$ cat src/rtl/seg_pkg.sv
// seg_pkg: shared constants for the seven-segment display blocks.
//   SEG_BLANK  - active-low pattern with every segment off
//   hex_to_seg - 4-bit hex digit to active-low segments (bit 0 = A .. bit 6 = G)
package seg_pkg;

    localparam logic [6:0] SEG_BLANK = 7'h7F;

    function automatic logic [6:0] hex_to_seg(input logic [3:0] hex);
        logic [6:0] seg;
        case (hex)
            4'h0: seg = 7'h40;
            4'h1: seg = 7'h79;
            4'h2: seg = 7'h24;
            4'h3: seg = 7'h30;
            4'h4: seg = 7'h19;
            4'h5: seg = 7'h12;
            4'h6: seg = 7'h02;
            4'h7: seg = 7'h78;
            4'h8: seg = 7'h00;
            4'h9: seg = 7'h10;
            4'hA: seg = 7'h08;
            4'hB: seg = 7'h03;
            4'hC: seg = 7'h46;
            4'hD: seg = 7'h21;
            4'hE: seg = 7'h06;
            default: seg = 7'h0E;
        endcase
        return seg;
    endfunction

endpackage

$ cat src/rtl/seg_hex_decode.sv
// seg_hex_decode: combinational hex digit to active-low seven-segment decoder.
//   hexIn  - 4-bit digit value
//   segOut - active-low segments, bit 0 = A .. bit 6 = G
module seg_hex_decode
    import seg_pkg::*;
(
    input  logic [3:0] hexIn,
    output logic [6:0] segOut
);

    assign segOut = hex_to_seg(hexIn);

endmodule

$ cat src/rtl/seg_scan_display.sv
// seg_scan_display: time-multiplexed hex driver for common-anode digits.
//   clkIn, rstIn        - clock, synchronous active-high reset
//   loadIn              - strobe capturing valueIn/dpIn (applied at next frame boundary)
//   valueIn, dpIn       - one nibble / decimal point per digit, digit 0 rightmost
//   enIn                - 0 darkens the display, scanning continues
//   segOut, decimalOut  - active-low segments and decimal point of the scanned digit
//   anodeOut            - active-low digit select, at most one bit low
//   frameOut            - one-cycle pulse after the scan wraps to digit 0
module seg_scan_display
    import seg_pkg::*;
#(
    parameter int NUM_DIGITS    = 4,
    parameter int REFRESH_DIV   = 100000,
    parameter int GUARD_CYCLES  = 2,
    parameter int LEADING_BLANK = 1
) (
    input  logic                    clkIn,
    input  logic                    rstIn,
    input  logic                    loadIn,
    input  logic [4*NUM_DIGITS-1:0] valueIn,
    input  logic [NUM_DIGITS-1:0]   dpIn,
    input  logic                    enIn,
    output logic [6:0]              segOut,
    output logic                    decimalOut,
    output logic [NUM_DIGITS-1:0]   anodeOut,
    output logic                    frameOut
);

    localparam int DIV_W = $clog2(REFRESH_DIV + 1);
    localparam int IDX_W = (NUM_DIGITS > 1) ? $clog2(NUM_DIGITS) : 1;
    localparam int VAL_W = 4 * NUM_DIGITS;

    logic [DIV_W-1:0]                divCnt;
    logic [IDX_W-1:0]                digitIdx;
    logic [VAL_W-1:0]                dispVal, pendVal;
    logic [NUM_DIGITS-1:0]           dispDp, pendDp;
    logic                            pendValid;
    logic                            tick, frameEdge, lit;
    logic [NUM_DIGITS-1:0][6:0]      decSeg, digSeg;

    assign tick      = (divCnt == DIV_W'(REFRESH_DIV - 1));
    assign frameEdge = tick && (digitIdx == IDX_W'(NUM_DIGITS - 1));
    // Guard interval at slot start keeps the previous digit's segments from
    // ghosting onto the newly selected anode.
    assign lit       = enIn && (divCnt >= DIV_W'(GUARD_CYCLES));

    // One decoder per digit; blanking is a pure function of the display
    // register, so the scan just selects the finished pattern.
    for (genvar i = 0; i < NUM_DIGITS; i++) begin : gDigit
        seg_hex_decode uDec (
            .hexIn  (dispVal[4*i +: 4]),
            .segOut (decSeg[i])
        );
        if (i == 0 || LEADING_BLANK == 0) begin : gNoBlank
            assign digSeg[i] = decSeg[i];
        end else begin : gBlank
            // Blank when this digit and every more-significant digit is zero.
            assign digSeg[i] = (dispVal[VAL_W-1:4*i] == '0) ? SEG_BLANK : decSeg[i];
        end
    end

    always_ff @(posedge clkIn) begin
        if (rstIn) begin
            divCnt     <= '0;
            digitIdx   <= '0;
            dispVal    <= '0;
            dispDp     <= '0;
            pendVal    <= '0;
            pendDp     <= '0;
            pendValid  <= 1'b0;
            segOut     <= SEG_BLANK;
            decimalOut <= 1'b1;
            anodeOut   <= '1;
            frameOut   <= 1'b0;
        end else begin
            divCnt <= tick ? '0 : divCnt + 1'b1;
            if (tick)
                digitIdx <= frameEdge ? '0 : digitIdx + 1'b1;
            frameOut <= frameEdge;

            // Display registers only change at a frame boundary so a frame
            // never mixes old and new digits. A load landing on the boundary
            // itself wins over anything still pending.
            if (frameEdge) begin
                if (loadIn) begin
                    dispVal <= valueIn;
                    dispDp  <= dpIn;
                end else if (pendValid) begin
                    dispVal <= pendVal;
                    dispDp  <= pendDp;
                end
                pendValid <= 1'b0;
            end else if (loadIn) begin
                pendVal   <= valueIn;
                pendDp    <= dpIn;
                pendValid <= 1'b1;
            end

            if (lit) begin
                anodeOut   <= ~(NUM_DIGITS'(1) << digitIdx);
                segOut     <= digSeg[digitIdx];
                decimalOut <= ~dispDp[digitIdx];
            end else begin
                anodeOut   <= '1;
                segOut     <= SEG_BLANK;
                decimalOut <= 1'b1;
            end
        end
    end

endmodule

$ cat config.mk
export PLATFORM = sky130hd
export DESIGN_NAME = seg_scan_display
export DESIGN_NICKNAME = d
export VERILOG_FILES = /design/src/rtl/seg_pkg.sv /design/src/rtl/seg_hex_decode.sv /design/src/rtl/seg_scan_display.sv
export SDC_FILE = /design/constraint.sdc
export NUM_CORES = 1
export LEC_CHECK = 0
export CORE_ASPECT_RATIO = 1.75
export CORE_MARGIN = 1
export CORE_UTILIZATION = 35
export DETAILED_ROUTE_END_ITERATION = 10
export GPL_ROUTABILITY_DRIVEN = 0
export PLACE_DENSITY = 0.64
export SLEW_MARGIN = 30
export SYNTH_ARGS = -nofsm -noshare
export SYNTH_HDL_FRONTEND = slang
export SYNTH_SLANG_ARGS = --single-unit
$ cat constraint.sdc
create_clock -name clkIn -period 3.32 [get_ports clkIn]
set_clock_uncertainty 0.05 [all_clocks]
set_input_delay 0.498 -clock clkIn [delete_from_list [all_inputs] [get_ports clkIn]]
set_output_delay 0.498 -clock clkIn [all_outputs]
set_load 0.01 [all_outputs]
Word-level counts from Yosys, hierarchy flattened --
Memories as Yosys holds them, arrays and structs flattened. A register that Yosys moved wholly into a read port is not among the register bits. Cells that the tools add are included.
Word-level totals: register bits after elaboration 73, memory bits (read-only) 448, input port bits 24, output and inout bits 13, word-level logic and storage cells 57, memories kept 4
Memory list:
- (name not given) | depth 16, width 7, read ports 1, clocked after Yosys merged registers in 1, write ports 0, line seg_pkg.sv:10 | case (hex)
- (name not given) | depth 16, width 7, read ports 1, clocked after Yosys merged registers in 1, write ports 0, line seg_pkg.sv:10
- (name not given) | depth 16, width 7, read ports 1, clocked after Yosys merged registers in 1, write ports 0, line seg_pkg.sv:10
- (name not given) | depth 16, width 7, read ports 1, clocked after Yosys merged registers in 1, write ports 0, line seg_pkg.sv:10
Cells by class: $add $sub $neg 2, $lt $le $gt $ge 2, eq/ne operators 2, shifts and indexed selects 1, multiplexer cells 20, bitwise logic cells 4, reductions and logical operators 11
Operators with widths (number):
- 4-bit two-way mux | 10
- 16-bit two-way mux | 2
- 7-bit two-way mux | 4
- 17-bit by 1-bit adder with 17-bit output (second input constant) | 1
- 17-bit equality test (second input constant) | 1
- 17-bit by 2-bit greater-or-equal comparator with 1-bit output (second input constant) | 1
- 7-bit binary-select mux with 2-bit select | 1
- 12-bit zero test | 1
- 8-bit zero test | 1
- 2-bit OR reduction | 3
- 4-bit zero test | 1
- 4-bit inverter | 1
- 2-bit AND reduction | 2
- 1-bit by 2-bit << shifter with 4-bit output (first input constant) | 1
- 2-bit by 3-bit less-than comparator with 1-bit output (second input constant) | 1
- 1-bit inverter | 3
- 2-bit by 1-bit adder with 2-bit output (second input constant) | 1
- 1-bit binary-select mux with 2-bit select | 1
- 2-bit equality test (second input constant) | 1
- 1-bit logical AND | 2
- 2-bit two-way mux | 1
- 2-bit nonzero test | 1
- 1-bit two-way mux | 1

Longest topological paths before layout --
depth in word-level cells 5, mapped depth 12, gate-level depth less buffers 11

Hierarchy --
Synthesis repeated with hierarchy kept, for this count alone.
Unflattened totals: cells, all modules 517, area total of the unflattened synthesis 4536.9 µm²
Modules (own cells, without submodules):
- seg_scan_display | times used 1, cells an instance 389, area each 3435.8 µm², seq. area each 1461.4 µm²
- seg_hex_decode | times used 4, cells an instance 32, area each 275.3 µm², seq. area each 0.0 µm²

Least setup slack after synthesis --
Ideal clock, no wire load.
kind input to register, from input loadIn, to register gDigit[1].uDec.segOut[4] (netlist name), library setup time 123 ps, data arrival time 2657 ps, data required time 3147 ps, slack 490 ps, cell stages on the path 10, buffers on the path 2, path through clkbuf_1 -> o21ai_0 -> nor4_4 -> buf_4 -> nor2_1 -> a211oi_2 -> inv_1 -> ha_1 -> mux2i_1 -> o22ai_1
On the way: word-level cells in the longest chain between the ends 4, elaborated cells between the ends (all ways) 5, those cells by class mux: 3; reduce/logical: 2
Ends and longest elaborated chain:
- from (decl) | line seg_scan_display.sv:19 | input logic loadIn,
- 2-bit nonzero test (no line)
- 2-bit AND reduction (no line)
- 4-bit two-way mux (no line) * (2 in a row)
Mark *: on every way between the ends. The rest lies on a longest branch, timed or not. A chain may end at the register's enable or synchronous reset.

Worst setup path in the final report --
from register divCnt[1], to register gDigit[3].uDec.segOut[1] (netlist name)
On the way: word-level cells in the longest chain between the ends 5
Ends and longest elaborated chain:
- from (decl) | line seg_scan_display.sv:33 | logic [DIV_W-1:0] divCnt;
- from (signal assigned) | line seg_scan_display.sv:76 | divCnt <= tick ? '0 : divCnt + 1'b1;
- 17-bit equality test | line seg_scan_display.sv:41 | assign tick = (divCnt == DIV_W'(REFRESH_DIV - 1));
- 1-bit logical AND | line seg_scan_display.sv:42 | assign frameEdge = tick && (digitIdx == IDX_W'(NUM_DIGITS - 1));
- 2-bit AND reduction (no line)
- 4-bit two-way mux (no line) (2 in a row)
No other way between the ends.

==> key figures <==
Critical path
  – Slowest stage delay, CP: roughly 0.48 ns
  – Critical path depth in cells: 10
  – Number of cells on the worst reg-to-reg path: 10
  – Worst path cell trace: ha_1 -> and4_1 -> and3_1 -> buf_4 -> a21oi_1 -> a211oi_1 -> inv_1 -> ha_1 -> mux2i_1 -> a32o_1
  – CP top delay family: simple AND/OR/NAND/NOR gates
  – Endpoint class of the critical path: register
  – Data required, critical path: 3.51 ns
  – Setup CP Type: reg -> reg
  – Most frequent CP cell: ha_1
  – Critical path fanouts, max: 10
  – Startpoint types: register
  – WP data arrival: roughly 3.2 ns
  – CP Buf/Inv Count: 2
  – Slowest CP cell: and3_1

Clocking
  – Clk_lat worst skew: 0.35 ns
  – Clock root buffer: clkbuf_16
  – CTS tree: built
  – CTS Buf Count: 9
  – CTS Buffer Depth: 2
  – H-tree levels: 3
  – Num Clock Sinks: approximately 100
  – Hold Buf Count CTS: 0
  – Setup bufs post-CTS: 0
  – Post_cts resized: 0
  – Clock slew at reported path FFs: around 0.070 ns

Routing
  – Final WL: between 10000 and 15000 um
  – Vias post-DR: around 3800
  – Pre-antenna DRT Iters: 6
  – DR WL/cell: 14.1 um
  – 1st-iter DRT viols: slightly below 200
  – DRC Markers: 0
  – Avg Vias per Cell: about 5
  – Detail Route Antenna Nets: 0

Global route
  – First-pass GRT wire length: 17500 um
  – GRT Total Usage: roughly 16%
  – Initial antenna violation count: 0
  – Largest net degree at the start of global routing: 41
  – GRT overflow: 0
  – Vias in the first global route: about 3700

Synth
  – Post-synthesis net count: slightly below 600
  – Cells after synthesis: roughly 520
  – Sequential share of the synthesized area: approximately 42%
  – Top_reg_cell synth: dfxtp_1
  – Post-synth EDFFs: 0
  – Cells taking the most area after synthesis: dfxtp_1 (42%), mux2i_1 (10%), ha_1 (7.8%)
  – Async S/R FF share, synth: 0%
  – Ys Warns: 0
  – Distinct cells, synth: 42
  – Post-Syn Area: ~4800 um^2
  – Post-synth top area cell: dfxtp_1
  – Register bit total from synthesis: between 100 and 150
  – Yosys top cell area share: 42.1%
  – Avg Inst Size Synth: roughly 9.2 um^2

Die
  – Die ar.: between 10000 and 15000 um^2
  – Row count: 56
  – Initial Util: between 30% and 40%
  – Die Height: roughly 160 um
  – Die width: between 90 and 100 um
  – Core Area: 13400 um^2
  – I/O pin count: 37

Status
  – Outcome: completed

STA
  – Final hold vios: 0
  – RSZ-0062 raised after global routing: no
  – Slack of the critical path: 0.362 ns
  – Crit path time final: 2.96 ns
  – Fmax: ~0.34 GHz
  – Worst-Margin Slew: around 0.84 ns
  – Slew HR: 43.8%
  – Final period utilization: around nine tenths
  – Slew Viols, Final: 0
  – Setup violations, final: 0

Final layout
  – Share of cells above drive strength 1: under 10%
  – Nets: ~620
  – Fillers: 1308
  – Commonest non-fill, non-tap cell in the layout: dfxtp_1
  – Antenna cells: 0
  – Synth-to-Final Area Change: 19.3%
  – Commonest cells after routing, fill and taps aside: dfxtp_1 (101), nand2_1 (62), mux2i_1 (48)

Placement
  – DP Worst Slack: -0.114 ns
  – Placed wire-length estimate: between 7000 and 8000 um
  – Port Buffers: 36

Power
  – Worst IR Drop VDD: 0.240 mV
  – PwrDens: between 400 and 500 nW/um^2
  – Static Leakage: 2.19 nW
  – Power, Total: roughly 2.4 mW

Run
  – Max Cap Viol: 0

Hold path
  – Hold Crit Class: reg -> reg
  – Hold depth: 2
## worst reg2reg max path, cell delays in order, from the launching register on
cell and delay (ns):
dfxtp_1 0.40, ha_1 0.23, and4_1 0.26, and3_1 0.48
buf_4 0.23, a21oi_1 0.08, a211oi_1 0.35, inv_1 0.16
ha_1 0.32, mux2i_1 0.08, a32o_1 0.21
## synth_stat cells, types with 6 or more instances
library cell,n
dfxtp_1,101
nand3_1,16
mux2i_1,48
a211oi_1,16
nand2_1,62
a211oi_2,8
a21oi_1,40
nand4_1,6
o22a_1,6
xnor2_1,8
o22ai_1,18
clkbuf_1,20
nor2_1,42
ha_1,30
inv_1,25
xor2_1,11
## path summary, 6_finish.rpt
check | from | to | slack [ns]
worst max-delay path | divCnt[1]$_SDFF_PP0_ | gDigit[3].uDec.segOut[1]$_DFF_P_ | 0.36
worst min-delay path | pendVal[7]$_SDFFE_PP0P_ | pendVal[7]$_SDFFE_PP0P_ | 0.40
worst max register to register | divCnt[1]$_SDFF_PP0_ | gDigit[3].uDec.segOut[1]$_DFF_P_ | 0.36
worst min register to register | pendVal[7]$_SDFFE_PP0P_ | pendVal[7]$_SDFFE_PP0P_ | 0.40
## layer usage
layer  share of wire, %  global-route usage, %  vias to the layer above
li1                   -                      -                     1901
met1                 41                   16.4                     1745
met2                 52                   28.1                       81
met3                3.1                   3.06                       28
met4                4.1                   9.60                        0
met5                  0                      0                        -
## area by class of cell
| class | count | area [um^2] | area share [%] |
|---|---|---|---|
| tap | 174 | 218 | 3.80 |
| clock buffer | 10 | 229 | 4.00 |
| sequential | 101 | 2020 | 35.3 |
| multi-input combinational | 363 | 2540 | 44.4 |
| clock inverter | 6 | 53.8 | 0.940 |
| inverter | 29 | 109 | 1.90 |
| timing repair buffer | 57 | 551 | 9.62 |
## per-stage QoR
stage | area [um^2] | setup TNS, ns | util [%] | hold slack, ns | std cells
floorplan | 4800 | 0 | - | 0.386 | 524
global placement | 5420 | 0 | 40.5 | 0.391 | 724
detailed placement | 5420 | -0.244 | 40.5 | 0.396 | 724
CTS | 5710 | 0 | 42.6 | 0.406 | 740
global route | 5720 | 0 | 42.8 | 0.425 | 740
finish | 5720 | 0 | 42.8 | 0.404 | 740
## sequential cells by signal (all words and copies together) (netlist names), 2 cells and up
register,count
gDigit.uDec.segOut,28
divCnt,17
digitIdx,2
dispDp,4
anodeOut,4
pendVal,16
pendDp,4
segOut,7
dispVal,16
## cell families (layout without fill, tap and decap cells)
family / count (synthesis) / after routing / share of synthesized area [%]
and+or+nand+nor: 156 / 156 / 15.2
AOI/OAI and AO/OA: 109 / 109 / 15.7
DFF: 101 / 101 / 42.1
buffers and inverters: 60 / 102 / 5.22
muxes: 49 / 49 / 10.5
adders and majority gates: 30 / 30 / 7.82
xor gates and xnor gates: 19 / 19 / 3.47
## power breakdown
group          internal (mW)  leakage (nW)  switching (mW)
registers               1.23         0.819          0.0117
logic                 0.0632          1.23          0.0669
clock network          0.523         0.136           0.477
(Power assumes the default switching activity.)
